<file path="src/rtl/ps2_hex_entry_display.sv">
// PS/2 keyboard hex-entry front end: frame receiver, make/break decoder, digit buffer
// and a multiplexed 7-segment scan driver.
module ps2_hex_entry_display #(
    parameter int unsigned DIGITS         = 4,
    parameter int unsigned SCAN_DIV       = 50000,
    parameter int unsigned TIMEOUT_CYC    = 100000,
    parameter bit          SEG_ACTIVE_LOW = 1'b1
) (
    input  logic              clk,
    input  logic              reset,
    input  logic              KeyClock,
    input  logic              KeyData,
    output logic [6:0]        LED_SEG,
    output logic [DIGITS-1:0] LED_VCC,
    output logic              key_valid,
    output logic [7:0]        key_code,
    output logic              frame_err
);

    localparam int unsigned IDX_W  = (DIGITS > 1) ? $clog2(DIGITS) : 1;
    localparam int unsigned SCAN_W = (SCAN_DIV > 1) ? $clog2(SCAN_DIV) : 1;
    localparam int unsigned TO_W   = (TIMEOUT_CYC > 1) ? $clog2(TIMEOUT_CYC) : 1;
    localparam int          ND     = int'(DIGITS);
    localparam logic [6:0]  SEG_BLANK = SEG_ACTIVE_LOW ? 7'h7F : 7'h00;

    localparam logic [7:0] CODE_BREAK = 8'hF0;
    localparam logic [7:0] CODE_EXT   = 8'hE0;
    localparam logic [7:0] CODE_BKSP  = 8'h66;
    localparam logic [7:0] CODE_ESC   = 8'h76;

    typedef enum logic [1:0] {RxIdle, RxData, RxParity, RxStop} rx_state_t;
    typedef enum logic [1:0] {DecNormal, DecBreak, DecExt, DecExtBreak} dec_state_t;

    // Active-high segment pattern {G,F,E,D,C,B,A}.
    function automatic logic [6:0] font(input logic [3:0] n);
        case (n)
            4'h0: font = 7'h3F;
            4'h1: font = 7'h06;
            4'h2: font = 7'h5B;
            4'h3: font = 7'h4F;
            4'h4: font = 7'h66;
            4'h5: font = 7'h6D;
            4'h6: font = 7'h7D;
            4'h7: font = 7'h07;
            4'h8: font = 7'h7F;
            4'h9: font = 7'h6F;
            4'hA: font = 7'h77;
            4'hB: font = 7'h7C;
            4'hC: font = 7'h39;
            4'hD: font = 7'h5E;
            4'hE: font = 7'h79;
            default: font = 7'h71;
        endcase
    endfunction

    // Returns {valid, nibble}; valid = 0 for non-hex scan codes.
    function automatic logic [4:0] hex_lookup(input logic [7:0] c);
        case (c)
            8'h45: hex_lookup = 5'h10;
            8'h16: hex_lookup = 5'h11;
            8'h1E: hex_lookup = 5'h12;
            8'h26: hex_lookup = 5'h13;
            8'h25: hex_lookup = 5'h14;
            8'h2E: hex_lookup = 5'h15;
            8'h36: hex_lookup = 5'h16;
            8'h3D: hex_lookup = 5'h17;
            8'h3E: hex_lookup = 5'h18;
            8'h46: hex_lookup = 5'h19;
            8'h1C: hex_lookup = 5'h1A;
            8'h32: hex_lookup = 5'h1B;
            8'h21: hex_lookup = 5'h1C;
            8'h23: hex_lookup = 5'h1D;
            8'h24: hex_lookup = 5'h1E;
            8'h2B: hex_lookup = 5'h1F;
            default: hex_lookup = 5'h00;
        endcase
    endfunction

    function automatic logic [6:0] seg_of(input logic [4:0] entry);
        if (!entry[4]) begin
            seg_of = SEG_BLANK;
        end else if (SEG_ACTIVE_LOW) begin
            seg_of = ~font(entry[3:0]);
        end else begin
            seg_of = font(entry[3:0]);
        end
    endfunction

    // ---------------------------------------------------------------- input sync
    logic [1:0] kc_sync;
    logic [1:0] kd_sync;
    logic       kc_last;
    logic       kc_fall;
    logic       kd;

    always_ff @(posedge clk) begin
        if (reset) begin
            kc_sync <= 2'b11;
            kd_sync <= 2'b11;
            kc_last <= 1'b1;
        end else begin
            kc_sync <= {kc_sync[0], KeyClock};
            kd_sync <= {kd_sync[0], KeyData};
            kc_last <= kc_sync[1];
        end
    end

    assign kc_fall = kc_last & ~kc_sync[1];
    assign kd      = kd_sync[1];

    // ---------------------------------------------------------------- receiver
    rx_state_t       rx_state;
    logic [7:0]      rx_shift;
    logic [2:0]      rx_bits;
    logic            rx_par;
    logic [TO_W-1:0] rx_timer;
    logic            code_strobe;
    logic [7:0]      code_byte;

    always_ff @(posedge clk) begin
        if (reset) begin
            rx_state    <= RxIdle;
            rx_shift    <= '0;
            rx_bits     <= '0;
            rx_par      <= 1'b0;
            rx_timer    <= '0;
            code_strobe <= 1'b0;
            code_byte   <= '0;
            frame_err   <= 1'b0;
        end else begin
            code_strobe <= 1'b0;
            frame_err   <= 1'b0;
            if (rx_state != RxIdle && !kc_fall && rx_timer == TO_W'(TIMEOUT_CYC - 1)) begin
                rx_state  <= RxIdle;
                rx_timer  <= '0;
                frame_err <= 1'b1;
            end else if (kc_fall) begin
                rx_timer <= '0;
                case (rx_state)
                    RxIdle: begin
                        if (!kd) begin
                            rx_state <= RxData;
                            rx_bits  <= '0;
                        end
                    end
                    RxData: begin
                        rx_shift <= {kd, rx_shift[7:1]};
                        rx_bits  <= rx_bits + 3'd1;
                        if (rx_bits == 3'd7) begin
                            rx_state <= RxParity;
                        end
                    end
                    RxParity: begin
                        rx_par   <= kd;
                        rx_state <= RxStop;
                    end
                    default: begin
                        rx_state <= RxIdle;
                        if (kd && (^{rx_shift, rx_par})) begin
                            code_strobe <= 1'b1;
                            code_byte   <= rx_shift;
                        end else begin
                            frame_err <= 1'b1;
                        end
                    end
                endcase
            end else if (rx_state != RxIdle) begin
                rx_timer <= rx_timer + TO_W'(1);
            end
        end
    end

    // ---------------------------------------------------------------- decoder + buffer
    dec_state_t dec_state;
    logic [4:0] digit_buf [DIGITS];
    logic [4:0] hex_entry;

    assign hex_entry = hex_lookup(code_byte);

    always_ff @(posedge clk) begin
        if (reset) begin
            dec_state <= DecNormal;
            key_valid <= 1'b0;
            key_code  <= '0;
            for (int i = 0; i < ND; i++) begin
                digit_buf[i] <= '0;
            end
        end else begin
            key_valid <= 1'b0;
            if (code_strobe) begin
                unique case (dec_state)
                    DecNormal: begin
                        if (code_byte == CODE_BREAK) begin
                            dec_state <= DecBreak;
                        end else if (code_byte == CODE_EXT) begin
                            dec_state <= DecExt;
                        end else begin
                            key_valid <= 1'b1;
                            key_code  <= code_byte;
                            if (hex_entry[4]) begin
                                for (int i = ND - 1; i > 0; i--) begin
                                    digit_buf[i] <= digit_buf[i-1];
                                end
                                digit_buf[0] <= hex_entry;
                            end else if (code_byte == CODE_BKSP) begin
                                for (int i = 0; i < ND - 1; i++) begin
                                    digit_buf[i] <= digit_buf[i+1];
                                end
                                digit_buf[ND-1] <= '0;
                            end else if (code_byte == CODE_ESC) begin
                                for (int i = 0; i < ND; i++) begin
                                    digit_buf[i] <= '0;
                                end
                            end
                        end
                    end
                    DecBreak:    dec_state <= DecNormal;
                    DecExt:      dec_state <= (code_byte == CODE_BREAK) ? DecExtBreak : DecNormal;
                    DecExtBreak: dec_state <= DecNormal;
                endcase
            end
        end
    end

    // ---------------------------------------------------------------- scan driver
    logic [SCAN_W-1:0] scan_cnt;
    logic [IDX_W-1:0]  scan_idx;
    logic [IDX_W-1:0]  idx_next;
    logic              scan_tc;

    always_comb begin
        scan_tc  = (scan_cnt == SCAN_W'(SCAN_DIV - 1));
        idx_next = scan_idx;
        if (scan_tc) begin
            idx_next = (scan_idx == IDX_W'(DIGITS - 1)) ? '0 : scan_idx + IDX_W'(1);
        end
    end

    // Outputs are registered from the next index so segment and enable switch together.
    always_ff @(posedge clk) begin
        if (reset) begin
            scan_cnt <= '0;
            scan_idx <= '0;
            LED_VCC  <= DIGITS'(1);
            LED_SEG  <= SEG_BLANK;
        end else begin
            scan_cnt <= scan_tc ? '0 : scan_cnt + SCAN_W'(1);
            scan_idx <= idx_next;
            LED_VCC  <= DIGITS'(1) << idx_next;
            LED_SEG  <= seg_of(digit_buf[idx_next]);
        end
    end

endmodule

</file>
<file path="config.mk">
export PLATFORM = sky130hd
export DESIGN_NAME = ps2_hex_entry_display
export DESIGN_NICKNAME = d
export VERILOG_FILES = /design/src/rtl/ps2_hex_entry_display.sv
export SDC_FILE = /design/constraint.sdc
export NUM_CORES = 1
export LEC_CHECK = 0
export CAP_MARGIN = 20
export CORE_MARGIN = 3
export CORE_UTILIZATION = 50
export DETAILED_ROUTE_END_ITERATION = 8
export GPL_ROUTABILITY_DRIVEN = 0
export PLACE_DENSITY = 0.71
export SLEW_MARGIN = 10
export SYNTH_ARGS = -nofsm -noshare
export SYNTH_HDL_FRONTEND = slang
export SYNTH_SLANG_ARGS = --single-unit
</file>
<file path="constraint.sdc">
create_clock -name clk -period 3.3 [get_ports clk]
set_clock_uncertainty 0.15 [all_clocks]
set_input_delay 0.66 -clock clk [delete_from_list [all_inputs] [get_ports clk]]
set_output_delay 0.66 -clock clk [all_outputs]
set_load 0.02 [all_outputs]
</file>
==> impl_metrics.json <==
{
  "run_status": "complete, no violations",
  "synthArstFlopShare": 0,
  "slew_viol_final": 0,
  "htreeDepth": 3,
  "seq_area_frac_synth": 0.450,
  "p_per_area_nw_per_um2": 380,
  "cp-start-kind": "flop",
  "design_area_sq_um": 5720,
  "drc_errors": 0,
  "tritoncts": "done",
  "via_per_inst": 5.63,
  "synth_ff_type": "dfxtp_1",
  "synth_edf_count": 20,
  "cts_resized": 0,
  "drv_cap": 0,
  "clock_path_buffers": 2,
  "yosys.area.top_type": "dfxtp_1",
  "drive_gt1_frac": 0.0893,
  "p_sw_frac": 0.238,
  "grt_max_degree": 33,
  "irDropWorstVdd_mv": 0.266,
  "avgSynthCellArea_sq_um": 9.62,
  "cp_max_fo": 6,
  "overflow": 0,
  "fmax_mhz": 325,
  "clockPowerShare": 0.339,
  "seqPwrFrac": 0.621,
  "hold_violations": 0,
  "ys_seq_elements": 106,
  "fin_crit_sh": 0.932,
  "min_path_type": "flop to flop",
  "grt_pass1_vias": 3701,
  "seqCellArea_sq_um": 2320,
  "r2r_slack_ns": 0.22,
  "multi_input_area_sq_um": 2690,
  "slowest_delay_ns": 0.38,
  "wl_um": 9750,
  "portBuffers": 24,
  "layout-area-overhead-vs-synth_pct": 10.9,
  "power_frac_comb": 0.040,
  "start_util": 0.520,
  "diodes": 0,
  "timing.rr.end": "LED_SEG[0]",
  "p_leak_nw": 2.20,
  "switchingPower_mw": 0.516,
  "ff2ff_path_depth": 11,
  "cp-end-kind": "flop",
  "holdWs_ns": 0.284,
  "placed_area_sq_um": 5520,
  "row_count": 36,
  "drtIter0Drc": 171,
  "holdPathStages": 1,
  "root_buffer": "clkbuf_8",
  "min_period_ns": 3.08,
  "final_nets": 574,
  "synth_top_cell_area_share": 0.334,
  "antenna_found_initial": 0,
  "clk_latency_ns": 0.36,
  "syn_nets": 555,
  "clkTransAtPathRegs_ns": 0.10,
  "drtPass1Iterations": 4,
  "ant_nets": 0,
  "reg2reg_from": "scan_cnt[0]",
  "ctsHoldBuffers": 0,
  "die_area_sq_um": 11600,
  "tightest_slew_ns": 0.714,
  "cp_common_cell": "ha_1",
  "die_y_um": 108,
  "grt_use_total": 0.179,
  "io_pins": 25,
  "fillers": 866,
  "path_class": "flop to flop",
  "ys_types": 64,
  "cp_cell_sequence": "ha_1, and3_1, and4_4, mux2i_4, mux2i_1, mux2_2, inv_1, ha_1, nor2_1, o41ai_1, a21o_1",
  "wl_per_cell_um": 14.1,
  "numCtsBuffers": 9,
  "yosys_warnings": 0,
  "rsz0062_at_grt": "false",
  "num_vias": 3899,
  "die_x_um": 108,
  "core_region_area_sq_um": 9910,
  "finalSetupTns_ns": 0,
  "setup_viol": 0,
  "grt_pass1_wl_um": 17200,
  "cp_slowest_cell": "mux2i_4",
  "crit_required_ns": 3.46,
  "min_to": "kd_sync[1]",
  "path_delay_family": "multiplexers",
  "syn_inst": 536,
  "dpl.hpwl_um": 6970,
  "slew_headroom": 0.524,
  "cts_setup_buffers": 0,
  "utilization": 0.577,
  "hp-start": "kd_sync[0]",
  "path_buf_inv": 1,
  "ys_top_cells_by_area": "dfxtp_1 (33%), edfxtp_1 (12%), mux2i_1 (5.8%)",
  "cts.sinks": 106,
  "worstPathArrival_ns": 3.24,
  "internal_power_mw": 1.65,
  "syn_area_sq_um": 5160
}
[flip-flops by register name (all words and copies together), names as in the netlist, 3 cells and up]
| name | flops |
|---|---|
| digit_buf | 20 |
| rx_timer | 17 |
| scan_cnt | 16 |
| code_byte | 8 |
| key_code | 8 |
| rx_shift | 8 |
| LED_SEG | 7 |
| LED_VCC | 4 |
| rx_bits | 3 |
[synth_stat cells (5+ instances only)]
master / instances
dfxtp_1: 86
nor2_1: 69
nand2_1: 38
mux2i_1: 30
a21oi_1: 24
xnor2_1: 24
nand3_1: 23
clkbuf_1: 21
edfxtp_1: 20
ha_1: 15
xor2_1: 15
a22o_1: 12
and2_1: 10
nand2b_1: 10
o21ai_0: 10
inv_1: 9
and3_1: 8
or2_2: 8
nand4_1: 7
nor2b_1: 7
or3_1: 7
a21o_1: 5
a32oi_1: 5
[cell families (layout without fill, tap and decap cells)]
family,Yosys count,count (layout),synth area share
simple gates,220,220,0.221
flops,106,106,0.450
compound gates,80,80,0.112
xor+xnor,39,39,0.0662
mux,38,38,0.0813
buf+inv,38,62,0.0320
fa+ha+maj,15,15,0.0364
[per-layer routing]
layer	global-route usage	share of wire
met5	0	0
met4	0.0541	0.012
met1	0.234	0.46
met3	0.0342	0.054
met2	0.302	0.48
[cells in the final DEF (no fill, tap or decap), types with 4 or more instances in the layout]
cell / netlist / routed
nand4_1: 7 / 7
nor2_1: 69 / 69
mux2i_1: 30 / 30
a22o_1: 12 / 12
nand2_1: 38 / 38
inv_1: 9 / 9
clkbuf_8: 0 / 9
ha_1: 15 / 15
or3_1: 7 / 7
nor3_1: 4 / 4
o21ai_0: 10 / 10
and3_1: 8 / 8
edfxtp_1: 20 / 20
a32oi_1: 5 / 5
nor4_1: 4 / 4
or2_2: 8 / 8
nand2b_1: 10 / 10
clkdlybuf4s50_1: 0 / 23
and2_1: 10 / 10
xnor2_1: 24 / 24
buf_4: 3 / 13
nand3_1: 23 / 23
nor2b_1: 7 / 7
mux2_2: 4 / 4
dfxtp_1: 86 / 86
a21oi_1: 24 / 24
nor3b_1: 4 / 4
a21o_1: 5 / 5
xor2_1: 15 / 15
[area by class of cell]
type	count	share of cell area
clock buffer	10	0.0223
clock inverter	6	0.00853
inverter	9	0.00591
multi-input combinational	392	0.470
sequential	106	0.406
tap	133	0.0291
timing repair buffer	37	0.0582
[worst max path at each step]
stage,startpoint,endpoint,cells after the start
2_1_floorplan,scan_cnt[0],LED_SEG[0],12
3_3_place_gp,scan_cnt[0],LED_SEG[3],8
3_5_place_dp,scan_cnt[0],LED_SEG[0],10
4_1_cts,scan_cnt[0],LED_SEG[0],10
5_1_grt,scan_cnt[0],LED_SEG[0],11
6_report,scan_cnt[0],LED_SEG[0],11
[through the flow]
stage                     instances  total power, mW  setup slack, ns
final                           693             2.17            0.223
after global routing            693             2.25          0.00745
after CTS                       693             2.19           0.0598
after detailed placement        677             1.46           0.0894
after global placement          677             1.46            0.187
after floorplan                 536             1.44            0.186
[power groups by stage]
stage | Sequential (mW) | Combinational (mW) | Clock [mW]
global placement | 1.38 | 0.0836 | 0
finish | 1.35 | 0.0861 | 0.736
CTS | 1.35 | 0.0870 | 0.755
global route | 1.35 | 0.0963 | 0.804
floorplan | 1.38 | 0.0591 | 0
detailed placement | 1.38 | 0.0868 | 0
No activity file was read; power rests on OpenSTA's default activity.
